File: config.mk
export PLATFORM = sky130hd
export DESIGN_NAME = axis_beat_gen
export DESIGN_NICKNAME = d
export VERILOG_FILES = /design/src/rtl/axis_beat_gen_pkg.sv /design/src/rtl/axis_gap_timer.sv /design/src/rtl/axis_beat_gen.sv
export SDC_FILE = /design/constraint.sdc
export NUM_CORES = 1
export LEC_CHECK = 0
export ABC_AREA = 0
export BUFFER_PORTS_ARGS = -buffer_cell sky130_fd_sc_hd__buf_2
export CORE_UTILIZATION = 51
export DETAILED_ROUTE_END_ITERATION = 7
export GPL_TIMING_DRIVEN = 0
export PLACE_DENSITY = 0.74
export SYNTH_ARGS = -nofsm -noshare
export SYNTH_HDL_FRONTEND = slang
export SYNTH_SLANG_ARGS = --single-unit
File: constraint.sdc
create_clock -name clk -period 3.9 [get_ports clk]
set_clock_uncertainty 0.05 [all_clocks]
set_input_delay 0.585 -clock clk [delete_from_list [all_inputs] [get_ports clk]]
set_output_delay 0.585 -clock clk [all_outputs]
set_load 0.02 [all_outputs]
File: src/rtl/axis_beat_gen_pkg.sv
// rtl/axis_beat_gen_pkg.sv - shared types, payload layout and defaults for axis_beat_gen
// AXIS_BEAT_GEN_GAP_EN adds the GAP state to the FSM encoding.
package axis_beat_gen_pkg;

  localparam int DATA_W_DEF = 128;
  localparam int CNT_W_DEF  = 32;
  localparam int GAP_W_DEF  = 8;

  localparam int FIELD_W  = 32;
  localparam int IDX_LSB  = 0;
  localparam int NIDX_LSB = 32;
  localparam int SEED_LSB = 64;
  localparam int SUM_LSB  = 96;

`ifdef AXIS_BEAT_GEN_GAP_EN
  typedef enum logic [1:0] {
    ST_IDLE = 2'd0,
    ST_RUN  = 2'd1,
    ST_GAP  = 2'd2,
    ST_DONE = 2'd3
  } state_e;
`else
  typedef enum logic [1:0] {
    ST_IDLE = 2'd0,
    ST_RUN  = 2'd1,
    ST_DONE = 2'd3
  } state_e;
`endif

  // Self-checking beat: index, its complement, the seed and seed+index.
  function automatic logic [DATA_W_DEF-1:0] make_payload(input logic [FIELD_W-1:0] idx,
                                                         input logic [FIELD_W-1:0] seed);
    logic [DATA_W_DEF-1:0] p;
    p = '0;
    p[IDX_LSB  +: FIELD_W] = idx;
    p[NIDX_LSB +: FIELD_W] = ~idx;
    p[SEED_LSB +: FIELD_W] = seed;
    p[SUM_LSB  +: FIELD_W] = seed + idx;
    return p;
  endfunction

endpackage

File: src/rtl/axis_gap_timer.sv
// rtl/axis_gap_timer.sv - loadable down-counter that pulses expire on its last counted cycle
module axis_gap_timer #(
  parameter int W = 8
) (
  input  logic         clk,
  input  logic         reset,
  input  logic         load,
  input  logic [W-1:0] load_val,
  output logic         expire
);

  localparam logic [W-1:0] ONE = W'(1);

  logic [W-1:0] cnt_q, cnt_d;

  always_comb begin
    cnt_d = cnt_q;
    if (load) begin
      cnt_d = load_val;
    end else if (cnt_q != '0) begin
      cnt_d = cnt_q - ONE;
    end
  end

  always_ff @(posedge clk) begin
    if (reset) begin
      cnt_q <= '0;
    end else begin
      cnt_q <= cnt_d;
    end
  end

  assign expire = (cnt_q == ONE);

endmodule

File: src/rtl/axis_beat_gen.sv
// rtl/axis_beat_gen.sv - AXI-Stream beat source emitting a programmed run of self-checking beats
// Optional inter-beat gap logic is compiled in with AXIS_BEAT_GEN_GAP_EN.
module axis_beat_gen
  import axis_beat_gen_pkg::*;
#(
  parameter int DATA_W = DATA_W_DEF,
  parameter int CNT_W  = CNT_W_DEF,
  parameter int GAP_W  = GAP_W_DEF
) (
  input  logic              clk,
  input  logic              reset,
  input  logic              start,
  input  logic [CNT_W-1:0]  beat_num,
  input  logic [CNT_W-1:0]  seed,
  input  logic [GAP_W-1:0]  gap_cycles,
  output logic              m_axis_tvalid,
  input  logic              m_axis_tready,
  output logic [DATA_W-1:0] m_axis_tdata,
  output logic              m_axis_tlast,
  output logic              busy,
  output logic              done,
  output logic [CNT_W-1:0]  sent_cnt
);

  localparam logic [CNT_W-1:0] ONE = CNT_W'(1);

  state_e             state_q, state_d;
  logic [CNT_W-1:0]   idx_q, idx_d;
  logic [CNT_W-1:0]   beat_num_q, beat_num_d;
  logic [CNT_W-1:0]   seed_q, seed_d;
  logic [CNT_W-1:0]   sent_cnt_q, sent_cnt_d;
  logic               tvalid_q, tvalid_d;
  logic [DATA_W-1:0]  tdata_q, tdata_d;
  logic               tlast_q, tlast_d;
  logic               busy_q, busy_d;
  logic               done_q, done_d;
  logic [CNT_W-1:0]   idx_next;
  logic [CNT_W-1:0]   last_idx;

`ifdef AXIS_BEAT_GEN_GAP_EN
  logic [GAP_W-1:0]   gap_q, gap_d;
  logic               gap_load;
  logic               gap_expire;

  axis_gap_timer #(.W(GAP_W)) u_gap_timer (
    .clk      (clk),
    .reset    (reset),
    .load     (gap_load),
    .load_val (gap_q),
    .expire   (gap_expire)
  );
`else
  logic               unused_gap;
  assign unused_gap = ^gap_cycles;
`endif

  assign idx_next = idx_q + ONE;
  assign last_idx = beat_num_q - ONE;

  always_comb begin
    state_d    = state_q;
    idx_d      = idx_q;
    beat_num_d = beat_num_q;
    seed_d     = seed_q;
    sent_cnt_d = sent_cnt_q;
    tvalid_d   = tvalid_q;
    tdata_d    = tdata_q;
    tlast_d    = tlast_q;
    busy_d     = busy_q;
    done_d     = 1'b0;
`ifdef AXIS_BEAT_GEN_GAP_EN
    gap_d      = gap_q;
    gap_load   = 1'b0;
`endif
    case (state_q)
      ST_IDLE: begin
        if (start) begin
          beat_num_d = beat_num;
          seed_d     = seed;
          idx_d      = '0;
          sent_cnt_d = '0;
`ifdef AXIS_BEAT_GEN_GAP_EN
          gap_d      = gap_cycles;
`endif
          if (beat_num != '0) begin
            state_d  = ST_RUN;
            tvalid_d = 1'b1;
            tdata_d  = make_payload(FIELD_W'(0), seed[FIELD_W-1:0]);
            tlast_d  = (beat_num == ONE);
            busy_d   = 1'b1;
          end else begin
            state_d  = ST_DONE;
            done_d   = 1'b1;
            busy_d   = 1'b0;
          end
        end
      end
      ST_RUN: begin
        if (m_axis_tready) begin
          idx_d      = idx_next;
          sent_cnt_d = sent_cnt_q + ONE;
          // tlast_q already encodes idx == beat_num-1 for the beat on the bus.
          if (tlast_q) begin
            state_d  = ST_DONE;
            tvalid_d = 1'b0;
            tlast_d  = 1'b0;
            busy_d   = 1'b0;
            done_d   = 1'b1;
`ifdef AXIS_BEAT_GEN_GAP_EN
          end else if (gap_q != '0) begin
            state_d  = ST_GAP;
            tvalid_d = 1'b0;
            tlast_d  = 1'b0;
            gap_load = 1'b1;
`endif
          end else begin
            tdata_d  = make_payload(idx_next[FIELD_W-1:0], seed_q[FIELD_W-1:0]);
            tlast_d  = (idx_next == last_idx);
          end
        end
      end
`ifdef AXIS_BEAT_GEN_GAP_EN
      ST_GAP: begin
        if (gap_expire) begin
          state_d  = ST_RUN;
          tvalid_d = 1'b1;
          tdata_d  = make_payload(idx_q[FIELD_W-1:0], seed_q[FIELD_W-1:0]);
          tlast_d  = (idx_q == last_idx);
        end
      end
`endif
      ST_DONE: begin
        state_d = ST_IDLE;
      end
      default: begin
        state_d  = ST_IDLE;
        tvalid_d = 1'b0;
        tlast_d  = 1'b0;
        busy_d   = 1'b0;
      end
    endcase
  end

  always_ff @(posedge clk) begin
    if (reset) begin
      state_q    <= ST_IDLE;
      idx_q      <= '0;
      beat_num_q <= '0;
      seed_q     <= '0;
      sent_cnt_q <= '0;
      tvalid_q   <= 1'b0;
      tdata_q    <= '0;
      tlast_q    <= 1'b0;
      busy_q     <= 1'b0;
      done_q     <= 1'b0;
`ifdef AXIS_BEAT_GEN_GAP_EN
      gap_q      <= '0;
`endif
    end else begin
      state_q    <= state_d;
      idx_q      <= idx_d;
      beat_num_q <= beat_num_d;
      seed_q     <= seed_d;
      sent_cnt_q <= sent_cnt_d;
      tvalid_q   <= tvalid_d;
      tdata_q    <= tdata_d;
      tlast_q    <= tlast_d;
      busy_q     <= busy_d;
      done_q     <= done_d;
`ifdef AXIS_BEAT_GEN_GAP_EN
      gap_q      <= gap_d;
`endif
    end
  end

  assign m_axis_tvalid = tvalid_q;
  assign m_axis_tdata  = tdata_q;
  assign m_axis_tlast  = tlast_q;
  assign busy          = busy_q;
  assign done          = done_q;
  assign sent_cnt      = sent_cnt_q;

endmodule

; After elaboration in Yosys (flattened, before gate mapping)
; Index checks and enable logic that the tools add are counted.
[word_totals]
out_inout_bits = 164
elab_cells = 68
inputBits = 76
rom_bits = 0
mem_bits_rw = 0
register_bits = 262
memories = 0
latch_bits = 0
[op_classes]
n_bitwise = 2
n_mul = 0
n_reduce_logical = 10
div = 0
n_shift = 0
magnitude_cmp = 0
n_addsub = 4
n_eq_ne = 9
muxes = 33
[ops]
columns = op, n
row1 = $mux 128, 4
row2 = $pmux 128 s2, 1
row3 = $pmux 32 s2, 2
row4 = $mux 32, 3
row5 = $add 32x1->32 const B, 2
row6 = $add 32x32->32, 1
row7 = $eq 32x1->1 const B, 1
row8 = $eq 32x32->1, 1
row9 = $not 32->32, 1
row10 = $reduce_bool 32->1, 1
row11 = $sub 32x1->32 const B, 1
row12 = $mux 1, 14
row13 = $ne 2x2->1 const B, 5
row14 = $reduce_and 5->1, 2
row15 = $pmux 1 s3, 3
row16 = $mux 2, 4
row17 = $reduce_and 4->1, 2
row18 = $reduce_and 3->1, 2
row19 = $pmux 2 s2, 1
row20 = $eq 2x1->1 const B, 1
row21 = $eq 2x2->1 const B, 1
row22 = $logic_not 2->1, 1
row23 = $pmux 1 s2, 1
row24 = $reduce_and 2->1, 1
row25 = other kinds (2), 2

; Logic depth before layout (Yosys ltp)
[depth]
depth_word = 5
ltp_mapped = 16
ltp_nobuf = 15

; Least setup slack after synthesis
; OpenSTA, ideal clock, no wires.
[synth_timing]
kind = reg-to-reg
from = register idx_q[0]
to = register tdata_q[127], in the netlist m_axis_tdata[127]
slack_ns = -0.103
stages_incl_launch_ff = 16
setup_ns = 0.091
n_path_buf = 1
period_less_slack_ns = 4.003
t_arrival_ns = 3.862
required_time_ns = 3.759
path_cell_list = dfxtp_1 -> ha_1 -> nand4_1 -> nor4_1 -> xor2_1 -> ha_1 -> buf_2 -> a211oi_1 -> o21ai_0 -> a41oi_1 -> or4b_2 -> o21ai_0 -> o41ai_1 -> a21oi_1 -> a41o_1 -> a311oi_1
[synth_via]
elab_chain_cells = 5
[synth_lines]
columns = item, line_no
row1 = from (decl), axis_beat_gen.sv:28  ; logic [CNT_W-1:0] idx_q, idx_d;
row2 = from (signal assigned), axis_beat_gen.sv:161  ; idx_q <= idx_d;
row3 = $add 32x1->32, axis_beat_gen.sv:57  ; assign idx_next = idx_q + ONE;
row4 = $add 32x32->32, axis_beat_gen_pkg.sv:38  ; p[SUM_LSB +: FIELD_W] = seed + idx;
row5 = $mux 128, axis_beat_gen.sv:103  ; if (tlast_q) begin
row6 = $mux 128, axis_beat_gen.sv:99  ; if (m_axis_tready) begin
row7 = $pmux 128 s2, axis_beat_gen.sv:75  ; case (state_q)
row8 = to (signal assigned), axis_beat_gen.sv:166  ; tdata_q <= tdata_d;
row9 = to (decl), axis_beat_gen.sv:33  ; logic [DATA_W-1:0] tdata_q, tdata_d;
; No other way between the ends. The select of a mux whose other input is x is not followed.
; A chain may end at the register's enable or synchronous reset.

; Worst setup path in the final report
[layout_timing]
from = register idx_q[1]
to = register tdata_q[127], in the netlist m_axis_tdata[127]
; The elaborated chain is that of the path after synthesis.

==> reports/qor.yml <==
synth_area_leaders: "dfxtp_1 41%, nand2_1 7.7%, a21oi_1 5.6%, nor2_1 5.6%, xnor2_1 5.3%"
rows: 57
synth_seq_cells: 262
critPathTopFamily: "simple AND/OR/NAND/NOR gates"
max_slew_margin_pct: 28.78
clk_pin_slew_worst_paths_ps: 60
vias: 13450
antenna_found_initial: 1
synthArstFlopShare_pct: 0
drc: 0
layout-drive-gt1-share_pct: 22.40
dieArea_um2: 25680
crit_arrival_ps: 4310
routed_wl_um: 45680
fin_crit_sh_pct: 100.3
cts_root_buffer: "clkbuf_16"
htreeDepth: 1
synth_cell_types: 61
crit_path_max_fanout: 5
net-switching-power_w: 0.001983
clock_path_buffers: 3
die_y_um: 160.2
path_class: "reg2reg"
avgRoutedWirePerCell_um: 20.44
max_freq_ghz: 0.2557
place_inst: 2147
ant_nets: 0
rsz0062_at_grt: "yes"
hold_path_startpoint: "seed[10]"
cp-end-kind: "flop"
portBuffers: 230
coreArea_um2: 24460
final_nets: 2004
p_seq_share_pct: 43.2
p_int_w: 0.004812
cts_made_buffers: 28
peakVddDrop_v: 0.0003215
ios: 240
outcome: "finished, violations left"
die_x_um: 160.2
syn_inst: 1593
syn-cell-area_um2: 12770
crit_slowest_cell: "or4b_4"
syn_to_final_growth_pct: 28.01
comb_power_share_pct: 16.9
clock_latency_ps: 560
stdcell_count: 2235
powerDensity_nw_per_um2: 415.7
maxCapViolations: 0
clockPowerShare_pct: 39.9
place_congestion: 0.9928
drtPass1Iterations: 6
r2r-start: "idx_q[1]"
grt_max_degree: 14
hold_class: "in2reg"
netlist.area_leader.share_pct: 41.07
dpl_worst_slack_ps: -1100
crit_path_start_kind: "flop"
grt_pass1_wl_um: 68750
diodes: 0
maxSlewViolCount: 0
violations: "negative setup slack"
holdWs_ps: 227.9
crit_required_ps: 4300
worst_path_most_repeated_cell: "nand4_1"
viasPerCell: 6.017
critPathBufInv: 1
worstSetupStartpoint: "idx_q[1]"
syn_area_per_cell_um2: 8.016
hold_violations: 0
path_cells: "nand4_1, buf_4, nor3_4, nand4_1, xnor2_4, ha_1, a211oi_2, o21ai_2, a41oi_2, or4b_4, o21ai_4, o41ai_4, nand4b_1, a41o_1, a311oi_1"
finalCriticalPeriod_ps: 3912
p_leak_nw: 6.730
synth_top_flop_cell: "dfxtp_1"
start_util_pct: 52.20
dr.first_iter.drc_count: 1381
timing.final.ws_setup_ps: -11.52
clkSinkCount: 262
cpPeakStageDelay_ps: 570
cts_tree: "yes"
hpwl_um: 32860
grt_overflow: 0
cts_hold_buf: 0
sw_frac_of_total_pct: 29.19
n_fill_cell: 2086
worst-slew-pin-transition_ps: 1061
synth_edf_count: 0
synth_area_leader_cell: "dfxtp_1"
track_usage_pct: 34.09
yosysWarnings: 0
setup_viol: 1
yosysSeqAreaShare_pct: 41.07
synthesis.nets: 1704
finalCoreUtilization_pct: 66.83
grt_pass1_vias: 12380
worst paths after layout:
path / end / slack (ps) / cells past startpoint
max: m_axis_tdata[127] / -10 / 15
min: seed_q[10] / 230 / 3
min reg2reg: busy / 430 / 2
max reg2reg: m_axis_tdata[127] / -10 / 15
area by class of cell:
| cell class | count | area (um2) | area share (%) |
|---|---|---|---|
| buffer | 96 | 381.6 | 2.334 |
| clock buffer | 43 | 848.3 | 5.189 |
| clock inverter | 5 | 75.07 | 0.4592 |
| inverter | 11 | 41.29 | 0.2526 |
| multi-input combinational | 1221 | 7838 | 47.94 |
| sequential | 262 | 5276 | 32.28 |
| tap | 324 | 405.4 | 2.480 |
| timing repair buffer | 273 | 1481 | 9.062 |
stage by stage:
step / cell area, um2 / power, W / TNS, ps
final: 16350 / 0.006795 / -11.52
after CTS: 15970 / 0.006761 / 0
after floorplan: 12810 / 0.003680 / 0
after detailed placement: 14370 / 0.004089 / -23450
after global placement: 14370 / 0.004066 / -17560
after global routing: 16350 / 0.007020 / -649.1
sequential cells by signal (all words and copies together) (netlist names):
signal	flops
beat_num_q	32
state_q	2
m_axis_tdata	128
m_axis_tlast	1
seed_q	32
idx_q	32
sent_cnt	32
busy	1
done	1
m_axis_tvalid	1
placed cells by master (no fill, tap or decap), types with 8 or more instances in the layout:
master,instances
clkbuf_1,88
ha_4,12
buf_2,233
nor3_1,35
and2_1,13
a31oi_1,9
or3_1,13
buf_4,41
and3_1,16
nand4_1,28
buf_1,8
a211oi_1,20
inv_1,11
o21bai_1,8
a311oi_1,36
nor4_1,21
xor2_1,53
a22oi_1,52
xnor2_1,61
nand2_1,260
xnor2_4,10
o21ai_0,65
a21oi_1,139
nor2_1,182
clkbuf_16,29
ha_1,19
a21o_1,12
nand3_1,35
dfxtp_1,249
kinds of logic after synthesis:
group,count (synthesis),share of synthesized area [%]
AOI/OAI and AO/OA,386,19.06
xor gates and xnor gates,139,9.534
adders and majority gates,35,3.488
buffers and inverters,110,3.322
DFF,262,41.07
and+or+nand+nor,661,23.53
tightest hold or removal path, delay by kind of cell:
family,cells,cell delay [ps]
AO/OA/AOI/OAI,1,50
AND/OR/NAND/NOR,1,50
buffers and inverters,1,100
synthesized netlist by cell type (all sizes together) (18+ instances only):
master,n
dfxtp,262
a211oi,23
nand3,39
nand2,262
o21ai,70
ha,34
a311oi,36
nand4,28
a22oi,52
and3,18
clkbuf,86
xor2,61
nor4,25
nor3,39
xnor2,78
a21oi,143
nor2,191
routing by layer:
metal  share of wire [%]  global-route usage (%)  up-vias
met1                  40                   44.89     6317
met5               0.026                       0        -
met2                  46                   54.80      743
met3                 9.9                   6.052      146
li1                    -                       -     6241
met4                 4.0                   14.68        2
what timing repair did:
| item | in CTS | in global routing |
|---|---|---|
| buffers inserted | 29 | 14 |
| gates resized for setup | 85 | 58 |
| setup endpoints to repair | 51 | 100 |
| pin swaps | 24 | 31 |
power by group through the flow:
stage	registers (W)	clock network (W)	logic, W
2_1_floorplan	0.00309	0	0.000588
4_1_cts	0.00293	0.00272	0.00111
5_1_grt	0.00295	0.00284	0.00123
6_report	0.00294	0.00271	0.00115
3_5_place_dp	0.00299	0	0.00110
3_3_place_gp	0.00298	0	0.00108
Power figures use the tool's default switching activity.
